<file path="src/rtl/cv32e40x_clic_arbiter_if.sv">
// CLIC request/acknowledge bundle between the source arbiter and the core.
// master: drives clic_irq_* and samples the ack; slave: the core side.
interface cv32e40x_clic_arbiter_if #(
   parameter int CLIC_ID_WIDTH = 5
);
   logic                     clic_irq_o;
   logic [CLIC_ID_WIDTH-1:0] clic_irq_id_o;
   logic [7:0]               clic_irq_level_o;
   logic [1:0]               clic_irq_priv_o;
   logic                     clic_irq_shv_o;
   logic                     irq_ack_i;
   logic [CLIC_ID_WIDTH-1:0] irq_ack_id_i;

   modport master (
      output clic_irq_o,
      output clic_irq_id_o,
      output clic_irq_level_o,
      output clic_irq_priv_o,
      output clic_irq_shv_o,
      input  irq_ack_i,
      input  irq_ack_id_i
   );

   modport slave (
      input  clic_irq_o,
      input  clic_irq_id_o,
      input  clic_irq_level_o,
      input  clic_irq_priv_o,
      input  clic_irq_shv_o,
      output irq_ack_i,
      output irq_ack_id_i
   );
endinterface

</file>
<file path="src/rtl/cv32e40x_clic_arbiter.sv">
// CLIC source block: pends NUM_IRQ lines, picks the highest-level enabled
// source and presents it on a registered request bundle.
// Ports: clk, rst (async, active-high); irq_i, irq_ie_i, irq_level_i,
// irq_shv_i, irq_trig_i per-source inputs; clic (master) request/ack
// bundle; pending_o pending state.
// Macro CV32E40X_CLIC_ARB_EDGE_EN enables rising-edge sources and
// ack-driven clears; without it every source is level-sensitive.
module cv32e40x_clic_arbiter #(
   parameter int NUM_IRQ       = 32,
   parameter int CLIC_ID_WIDTH = 5
) (
   input  logic                    clk,
   input  logic                    rst,
   input  logic [NUM_IRQ-1:0]      irq_i,
   input  logic [NUM_IRQ-1:0]      irq_ie_i,
   input  logic [8*NUM_IRQ-1:0]    irq_level_i,
   input  logic [NUM_IRQ-1:0]      irq_shv_i,
   input  logic [NUM_IRQ-1:0]      irq_trig_i,
   cv32e40x_clic_arbiter_if.master clic,
   output logic [NUM_IRQ-1:0]      pending_o
);

   if (NUM_IRQ < 2 || NUM_IRQ > 1024 ||
       (2**CLIC_ID_WIDTH) < NUM_IRQ) begin : g_param_err
      $error("cv32e40x_clic_arbiter: bad NUM_IRQ/CLIC_ID_WIDTH");
   end

   typedef enum logic [1:0] {IDLE, PRESENT, BLANK} state_e;

   state_e state_q, state_d;

   logic [NUM_IRQ-1:0]       pend_q, pend_d;
   logic                     arb_valid;
   logic [CLIC_ID_WIDTH-1:0] arb_id;
   logic [7:0]               arb_level;
   logic                     arb_shv;
   logic [7:0]               lvl;

   logic                     irq_q, irq_d;
   logic [CLIC_ID_WIDTH-1:0] id_q, id_d;
   logic [7:0]               level_q, level_d;
   logic                     shv_q, shv_d;

`ifdef CV32E40X_CLIC_ARB_EDGE_EN
   logic [NUM_IRQ-1:0] irq_prev_q;
   logic [NUM_IRQ-1:0] clr;

   // A fresh edge in the clearing cycle wins over the clear.
   always_comb begin
      clr    = '0;
      pend_d = '0;
      for (int i = 0; i < NUM_IRQ; i++) begin
         clr[i] = clic.irq_ack_i && irq_trig_i[i] &&
                  (clic.irq_ack_id_i == CLIC_ID_WIDTH'(i));
         pend_d[i] = irq_trig_i[i] ?
            ((pend_q[i] & ~clr[i]) | (irq_i[i] & ~irq_prev_q[i])) :
            irq_i[i];
      end
   end

   always_ff @(posedge clk or posedge rst) begin
      if (rst) irq_prev_q <= '0;
      else     irq_prev_q <= irq_i;
   end
`else
   logic unused_signals;

   assign pend_d         = irq_i;
   assign unused_signals = ^{irq_trig_i, clic.irq_ack_id_i};
`endif

   always_ff @(posedge clk or posedge rst) begin
      if (rst) pend_q <= '0;
      else     pend_q <= pend_d;
   end

   // Ascending scan with >= lets the higher ID win a level tie.
   always_comb begin
      arb_valid = 1'b0;
      arb_id    = '0;
      arb_level = '0;
      arb_shv   = 1'b0;
      lvl       = '0;
      for (int i = 0; i < NUM_IRQ; i++) begin
         lvl = irq_level_i[8*i +: 8];
         if (pend_q[i] && irq_ie_i[i] &&
             lvl != 8'd0 && lvl >= arb_level) begin
            arb_valid = 1'b1;
            arb_id    = CLIC_ID_WIDTH'(i);
            arb_level = lvl;
            arb_shv   = irq_shv_i[i];
         end
      end
   end

   always_comb begin
      state_d = state_q;
      irq_d   = irq_q;
      id_d    = id_q;
      level_d = level_q;
      shv_d   = shv_q;
      unique case (state_q)
         IDLE, BLANK: begin
            irq_d   = arb_valid;
            state_d = arb_valid ? PRESENT : IDLE;
            if (arb_valid) begin
               id_d    = arb_id;
               level_d = arb_level;
               shv_d   = arb_shv;
            end
         end
         PRESENT: begin
            if (clic.irq_ack_i) begin
               irq_d   = 1'b0;
               state_d = BLANK;
            end else if (arb_valid) begin
               irq_d   = 1'b1;
               id_d    = arb_id;
               level_d = arb_level;
               shv_d   = arb_shv;
            end else begin
               irq_d   = 1'b0;
               state_d = IDLE;
            end
         end
         default: begin
            irq_d   = 1'b0;
            state_d = IDLE;
         end
      endcase
   end

   always_ff @(posedge clk or posedge rst) begin
      if (rst) begin
         state_q <= IDLE;
         irq_q   <= 1'b0;
         id_q    <= '0;
         level_q <= '0;
         shv_q   <= 1'b0;
      end else begin
         state_q <= state_d;
         irq_q   <= irq_d;
         id_q    <= id_d;
         level_q <= level_d;
         shv_q   <= shv_d;
      end
   end

   assign clic.clic_irq_o       = irq_q;
   assign clic.clic_irq_id_o    = id_q;
   assign clic.clic_irq_level_o = level_q;
   assign clic.clic_irq_shv_o   = shv_q;
   assign clic.clic_irq_priv_o  = 2'b11;
   assign pending_o             = pend_q;

`ifndef SYNTHESIS
   ack_in_idle: assert property (
      @(posedge clk) disable iff (rst)
      !(clic.irq_ack_i && state_q == IDLE)
   ) else $error("clic ack received while idle");
`endif

endmodule

</file>
<file path="src/flat_wrapper.sv">
// flat-port wrapper written by rule: the top's interface ports become plain ports
module cv32e40x_clic_arbiter_flat 
#(
   parameter int NUM_IRQ       = 32,
   parameter int CLIC_ID_WIDTH = 5
)
  (clk, rst, irq_i, irq_ie_i, irq_level_i, irq_shv_i, irq_trig_i, pending_o, clic_clic_irq_o, clic_clic_irq_id_o, clic_clic_irq_level_o, clic_clic_irq_priv_o, clic_clic_irq_shv_o, clic_irq_ack_i, clic_irq_ack_id_i);
  cv32e40x_clic_arbiter_if #(.CLIC_ID_WIDTH(CLIC_ID_WIDTH)) clic_i ();
  input  logic clk;
  input  logic rst;
  input  logic [NUM_IRQ-1:0] irq_i;
  input  logic [NUM_IRQ-1:0] irq_ie_i;
  input  logic [8*NUM_IRQ-1:0] irq_level_i;
  input  logic [NUM_IRQ-1:0] irq_shv_i;
  input  logic [NUM_IRQ-1:0] irq_trig_i;
  output logic [NUM_IRQ-1:0] pending_o;
  output wire logic [$bits(clic_i.clic_irq_o)-1:0] clic_clic_irq_o;
  output wire logic [$bits(clic_i.clic_irq_id_o)-1:0] clic_clic_irq_id_o;
  output wire logic [$bits(clic_i.clic_irq_level_o)-1:0] clic_clic_irq_level_o;
  output wire logic [$bits(clic_i.clic_irq_priv_o)-1:0] clic_clic_irq_priv_o;
  output wire logic [$bits(clic_i.clic_irq_shv_o)-1:0] clic_clic_irq_shv_o;
  input wire logic [$bits(clic_i.irq_ack_i)-1:0] clic_irq_ack_i;
  input wire logic [$bits(clic_i.irq_ack_id_i)-1:0] clic_irq_ack_id_i;
  assign clic_clic_irq_o = clic_i.clic_irq_o;
  assign clic_clic_irq_id_o = clic_i.clic_irq_id_o;
  assign clic_clic_irq_level_o = clic_i.clic_irq_level_o;
  assign clic_clic_irq_priv_o = clic_i.clic_irq_priv_o;
  assign clic_clic_irq_shv_o = clic_i.clic_irq_shv_o;
  assign clic_i.irq_ack_i = clic_irq_ack_i;
  assign clic_i.irq_ack_id_i = clic_irq_ack_id_i;
  cv32e40x_clic_arbiter #(.NUM_IRQ(NUM_IRQ), .CLIC_ID_WIDTH(CLIC_ID_WIDTH)) u_core (.clk(clk), .rst(rst), .irq_i(irq_i), .irq_ie_i(irq_ie_i), .irq_level_i(irq_level_i), .irq_shv_i(irq_shv_i), .irq_trig_i(irq_trig_i), .clic(clic_i), .pending_o(pending_o));
endmodule
</file>
<file path="config.mk">
export PLATFORM = sky130hd
export DESIGN_NAME = cv32e40x_clic_arbiter_flat
export DESIGN_NICKNAME = d
export VERILOG_FILES = /design/src/rtl/cv32e40x_clic_arbiter_if.sv /design/src/rtl/cv32e40x_clic_arbiter.sv /design/src/flat_wrapper.sv
export SDC_FILE = /design/constraint.sdc
export NUM_CORES = 1
export LEC_CHECK = 0
export CORE_AREA = 3 3 171 173
export CTS_CLUSTER_DIAMETER = 200
export CTS_CLUSTER_SIZE = 28
export DETAILED_ROUTE_END_ITERATION = 6
export DIE_AREA = 0 0 174 176
export GPL_ROUTABILITY_DRIVEN = 0
export PLACE_DENSITY = 0.87
export SLEW_MARGIN = 20
export SYNTH_ARGS = -nofsm -noshare
export SYNTH_HDL_FRONTEND = slang
export SYNTH_SLANG_ARGS = --single-unit
</file>
<file path="constraint.sdc">
create_clock -name clk -period 68.4 [get_ports clk]
set_input_delay 13.68 -clock clk [delete_from_list [all_inputs] [get_ports clk]]
set_output_delay 13.68 -clock clk [all_outputs]
set_load 0.03 [all_outputs]
</file>
==> reports/results.tsv, run 1 <==
metric	value	unit
status	did not finish	
Failed at	global routing	
Error	[ERROR GRT-0232] Routing congestion too high. Check the congestion heatmap in the GUI.	
remaining global-route overflow	334	
DP HPWL	52770	µm
Commonest cells post-synth	ha_1 (220), nand2_1 (178), a21oi_1 (161)	
IO Port Bufs	401	
number of flops mapped to enable cells by yosys	0	
Worst EP post-GRT repair	u_core.clic.clic_irq_level_o[3]$_DFFE_PP0P_/D	
asr flop ratio synth	100.0	%
Avg Cell Area, Syn	7.285	µm²
I/O pin count	441	
CTS Buf Count	5	
clock buffer depth	2	
Synth Register Bits	49	
top_reg_cell synth	dfrtp_1	
top cell type's share of synthesized area	20.36	%
post-placement cell count	3026	
Syn. warnings	0	
Yosys cell types	92	
Worst End Pin Type	sequential cell input	
Die X-Extent	174	µm
H-tree levels	2	
clk sink count	49	
Mapped Cells	1856	
sequential fraction of the synthesis area	9.068	%
Post-Syn Area	13520	µm²
Initial Util	48.67	%
hold buffers post-CTS	0	
Root Buffer	clkbuf_16	
Die Ht	176	µm
largest net degree at the start of global routing	50	
Area contributors post-synth	ha_1 (20%), dfrtp_1 (9.1%), a21oi_1 (6.0%)	
Yosys top cell by area	ha_1	
row count	61	
cell with the most instances after synthesis	ha_1	
Overall Global Routing Usage	82.52	%
[layer usage]
metal  track usage (%)  overflow
met5             38.94         0
met3             73.55         3
met2             97.06       189
met4             83.21       129
met1             79.61        13
[per-stage QoR]
| stage | TNS, ns | util, % | setup WS [ns] | hold WS [ns] | instance area (µm²) |
|---|---|---|---|---|---|
| floorplan | 0 | - | 0.01504 | 0.4798 | 14840 |
| global placement | -15.52 | 79.41 | -1.046 | 0.4632 | 22060 |
| detailed placement | -51.62 | 79.41 | -3.316 | 0.4816 | 22060 |
| CTS | -14.36 | 83.48 | -0.9499 | 0.5034 | 23190 |
[timing repair]
action,CTS
setup buffers,59
resized for setup,111
cloned,6
setup endpoints to repair,16
pin swaps,58
[cells by family after synthesis]
| family | synth area share (%) |
|---|---|
| AND/OR/NAND/NOR | 24.94 |
| multiplexers | 3.905 |
| other | 0.02773 |
| adder cells (fa/ha/maj) | 20.58 |
| AO/OA/AOI/OAI | 35.99 |
| buffers and inverters | 5.496 |
| flip-flops | 9.068 |
==> run 2: changes to the inputs <==
--- a/config.mk
+++ b/config.mk
@@ -5,13 +5,11 @@
 export SDC_FILE = /design/constraint.sdc
 export NUM_CORES = 1
 export LEC_CHECK = 0
-export CORE_AREA = 3 3 171 173
-export CTS_CLUSTER_DIAMETER = 200
-export CTS_CLUSTER_SIZE = 28
+export CORE_AREA = 3 3 188 190
 export DETAILED_ROUTE_END_ITERATION = 6
-export DIE_AREA = 0 0 174 176
+export DIE_AREA = 0 0 191 193
 export GPL_ROUTABILITY_DRIVEN = 0
-export PLACE_DENSITY = 0.87
+export PLACE_DENSITY_LB_ADDON = 0.15
 export SLEW_MARGIN = 20
 export SYNTH_ARGS = -nofsm -noshare
 export SYNTH_HDL_FRONTEND = slang
==> run 2 against run 1 <==
Compared with the run above:
- the flow now finishes, with violations (setup timing)
- synthesized cell count did not move
- synthesized area did not move
==> reports/results.tsv, run 2 <==
metric	value	unit	change
fraction of layout cells with a size suffix above 1	42.06	%	
top_reg_cell synth	dfrtp_1		
placed cell area	22390	µm²	+1.5%
Avg Cell Area, Syn	7.285	µm²	unchanged
worst slew pin tran	1.055	ns	
RSZ-0062 raised after global routing	yes		
asr flop ratio synth	100.0	%	unchanged
Commonest cells post-synth	ha_1 (220), nand2_1 (178), a21oi_1 (161)		
cell with the most instances after synthesis	ha_1		
Mapped Cells	1856		unchanged
DRT antenna net count	0		
DP HPWL	51300	µm	-2.8%
initial antenna violation count	6		
Worst slew margin	29.65	%	
1st-pass router iterations	6		
clk slew on worst S/H paths	0.09	ns	
Final Hold Fails	0		
fin crit period	69.90	ns	
Syn. warnings	0		unchanged
fin crit share	102.2	%	
DR vias/cell	6.168		
Area contributors post-synth	ha_1 (20%), dfrtp_1 (9.1%), a21oi_1 (6.0%)		
Overall Global Routing Usage	33.45	%	
worst endpoint required time	68.63	ns	
DRT iter0 DRCs	1965		
fin area	26630	µm²	
CTS Buf Count	5		unchanged
CP max stage cell	clkdlybuf4s50_1		
IO Port Bufs	401		unchanged
clock buffer depth	2		unchanged
Initial Util	40.22	%	-8.4 points
I/O pin count	441		unchanged
hold buffers post-CTS	0		unchanged
remaining global-route overflow	0		
number of global-route vias before repair	19580		
Yosys cell types	92		unchanged
most common cell after layout, fill and taps aside	buf_4		
Die X-Extent	191	µm	+9.8%
NumNets Final	3519		
final count of negative-setup-slack endpoints	16		
Fill cells	2027		
setup ws final	-1.498	ns	
post-placement cell count	3131		+3.5%
status	finished, violations left		
row count	67		+9.8%
Multi-input gate area	14640	µm²	
register area	1226	µm²	
Post-Syn Area	13520	µm²	unchanged
Yosys top cell by area	ha_1		
sequential fraction of the synthesis area	9.068	%	unchanged
DR WL/cell	22.00	µm	
H-tree levels	2		unchanged
critical path type	primary input to register		
critical path startpoint category	primary input		
Critical Path AT	70.13	ns	
largest stage delay on the critical path	0.49	ns	
Max Transition Viols Final	0		
max reg flops	32		
Core ar.	33620	µm²	
HP Class	register to register		
Post-Route Setup TNS	-22.54	ns	
failing checks	setup timing		
P&R area growth vs syn	96.91	%	
Max FO, Critical Path	8		
number of flops mapped to enable cells by yosys	0		unchanged
via count	20740		
Root Buffer	clkbuf_16		
CTS tree	yes		
Fmax	14.31	MHz	
die area	36860	µm²	
top cell type's share of synthesized area	20.36	%	unchanged
global-route wire length before repair	99610	µm	
Finished Layout Cells	3363		
Clock Skew	0.01702	ns	
Clock Latency Late Sink	0.36	ns	
endpoint class of the critical path	register		
clk sink count	49		unchanged
total wire length	74000	µm	
Max-Cap Viols	0		
post-route DRC violation count	0		
commonest non-fill, non-tap cells in the layout	buf_4 (631), clkdlybuf4s50_1 (386), ha_1 (168)		
largest net degree at the start of global routing	50		
most frequent CP cell	a21o_1		
Die Ht	193	µm	+9.7%
Synth Register Bits	49		unchanged
## run 2: cell counts after synthesis
No cell type changed its count.
## run 2: per-layer routing
metal | vias up | wire, µm | part of all wire (%) | track usage, %
li1 | 9259 | - | - | -
met1 | 9836 | 28110 | 38 | 41.69
met2 | 1282 | 35090 | 47 | 57.80
met3 | 365 | 6307 | 8.5 | 4.845
met4 | 2 | 4480 | 6.1 | 14.23
met5 | - | 7 | 0.0095 | 0
## run 2: timing repair
action | CTS | global route
pin swaps | 134 | 270
setup endpoints to repair | 16 | 16
cloned | 7 | 2
buffers inserted | 119 | 93
gates resized for setup | 177 | 337
## run 2: worst max-delay path: cells and delay by family
family / cells / cell delay (ns)
AO/OA/AOI/OAI: 145 / 29.11
adder cells (fa/ha/maj): 32 / 8.41
AND/OR/NAND/NOR: 84 / 11.49
multiplexers: 7 / 1.93
buffers and inverters: 37 / 5.35
## run 2: logic make-up (layout without fill, tap and decap cells)
logic type | after synthesis | in the layout | synth area share [%]
AOI/OAI and AO/OA | 691 | 694 | 35.99
muxes | 48 | 48 | 3.905
buffers and inverters | 191 | 1237 | 5.496
adders and majority gates | 223 | 223 | 20.58
other | 1 | 9 | 0.02773
DFF | 49 | 49 | 9.068
and+or+nand+nor | 653 | 655 | 24.94
## run 2: cell type report
cell class                 instances  area share (%)
antenna                            7         0.06579
clock inverter                     3          0.1081
sequential                        49           4.605
multi-input combinational       1622           54.99
timing repair buffer            1095           35.75
inverter                         134           1.908
clock buffer                       5          0.4699
tap                              448           2.105
## run 2: worst paths after layout
kind                                              endpoint  cells after the start                    startpoint  slack [ns]
setup / recovery           u_core.clic.clic_irq_level_o[5]                    305                irq_level_i[1]       -1.50
hold / removal                u_core.clic.clic_irq_id_o[2]                      2  u_core.clic.clic_irq_id_o[2]        0.50
setup reg to reg           u_core.clic.clic_irq_level_o[5]                    305           u_core.pending_o[0]       11.53
hold reg to reg               u_core.clic.clic_irq_id_o[2]                      2  u_core.clic.clic_irq_id_o[2]        0.50
max in group asynchronous             u_core.pending_o[14]                      3                           rst       53.98
min in group asynchronous             u_core.pending_o[13]                      3                           rst       13.88
## run 2: per-stage QoR
stage	util [%]	worst slack, ns	hold slack (ns)
2_1_floorplan	-	0.01504	0.4798
3_3_place_gp	66.59	-1.406	0.4719
3_5_place_dp	66.59	-2.609	0.4747
4_1_cts	72.20	0.001833	0.4946
5_1_grt	79.19	-3.461	0.5405
6_report	79.21	-1.498	0.5030
Power of run 2 is left out: the tool's default activity adds up to more than one toggle a clock period on the data nets, which glitch-free logic cannot reach.
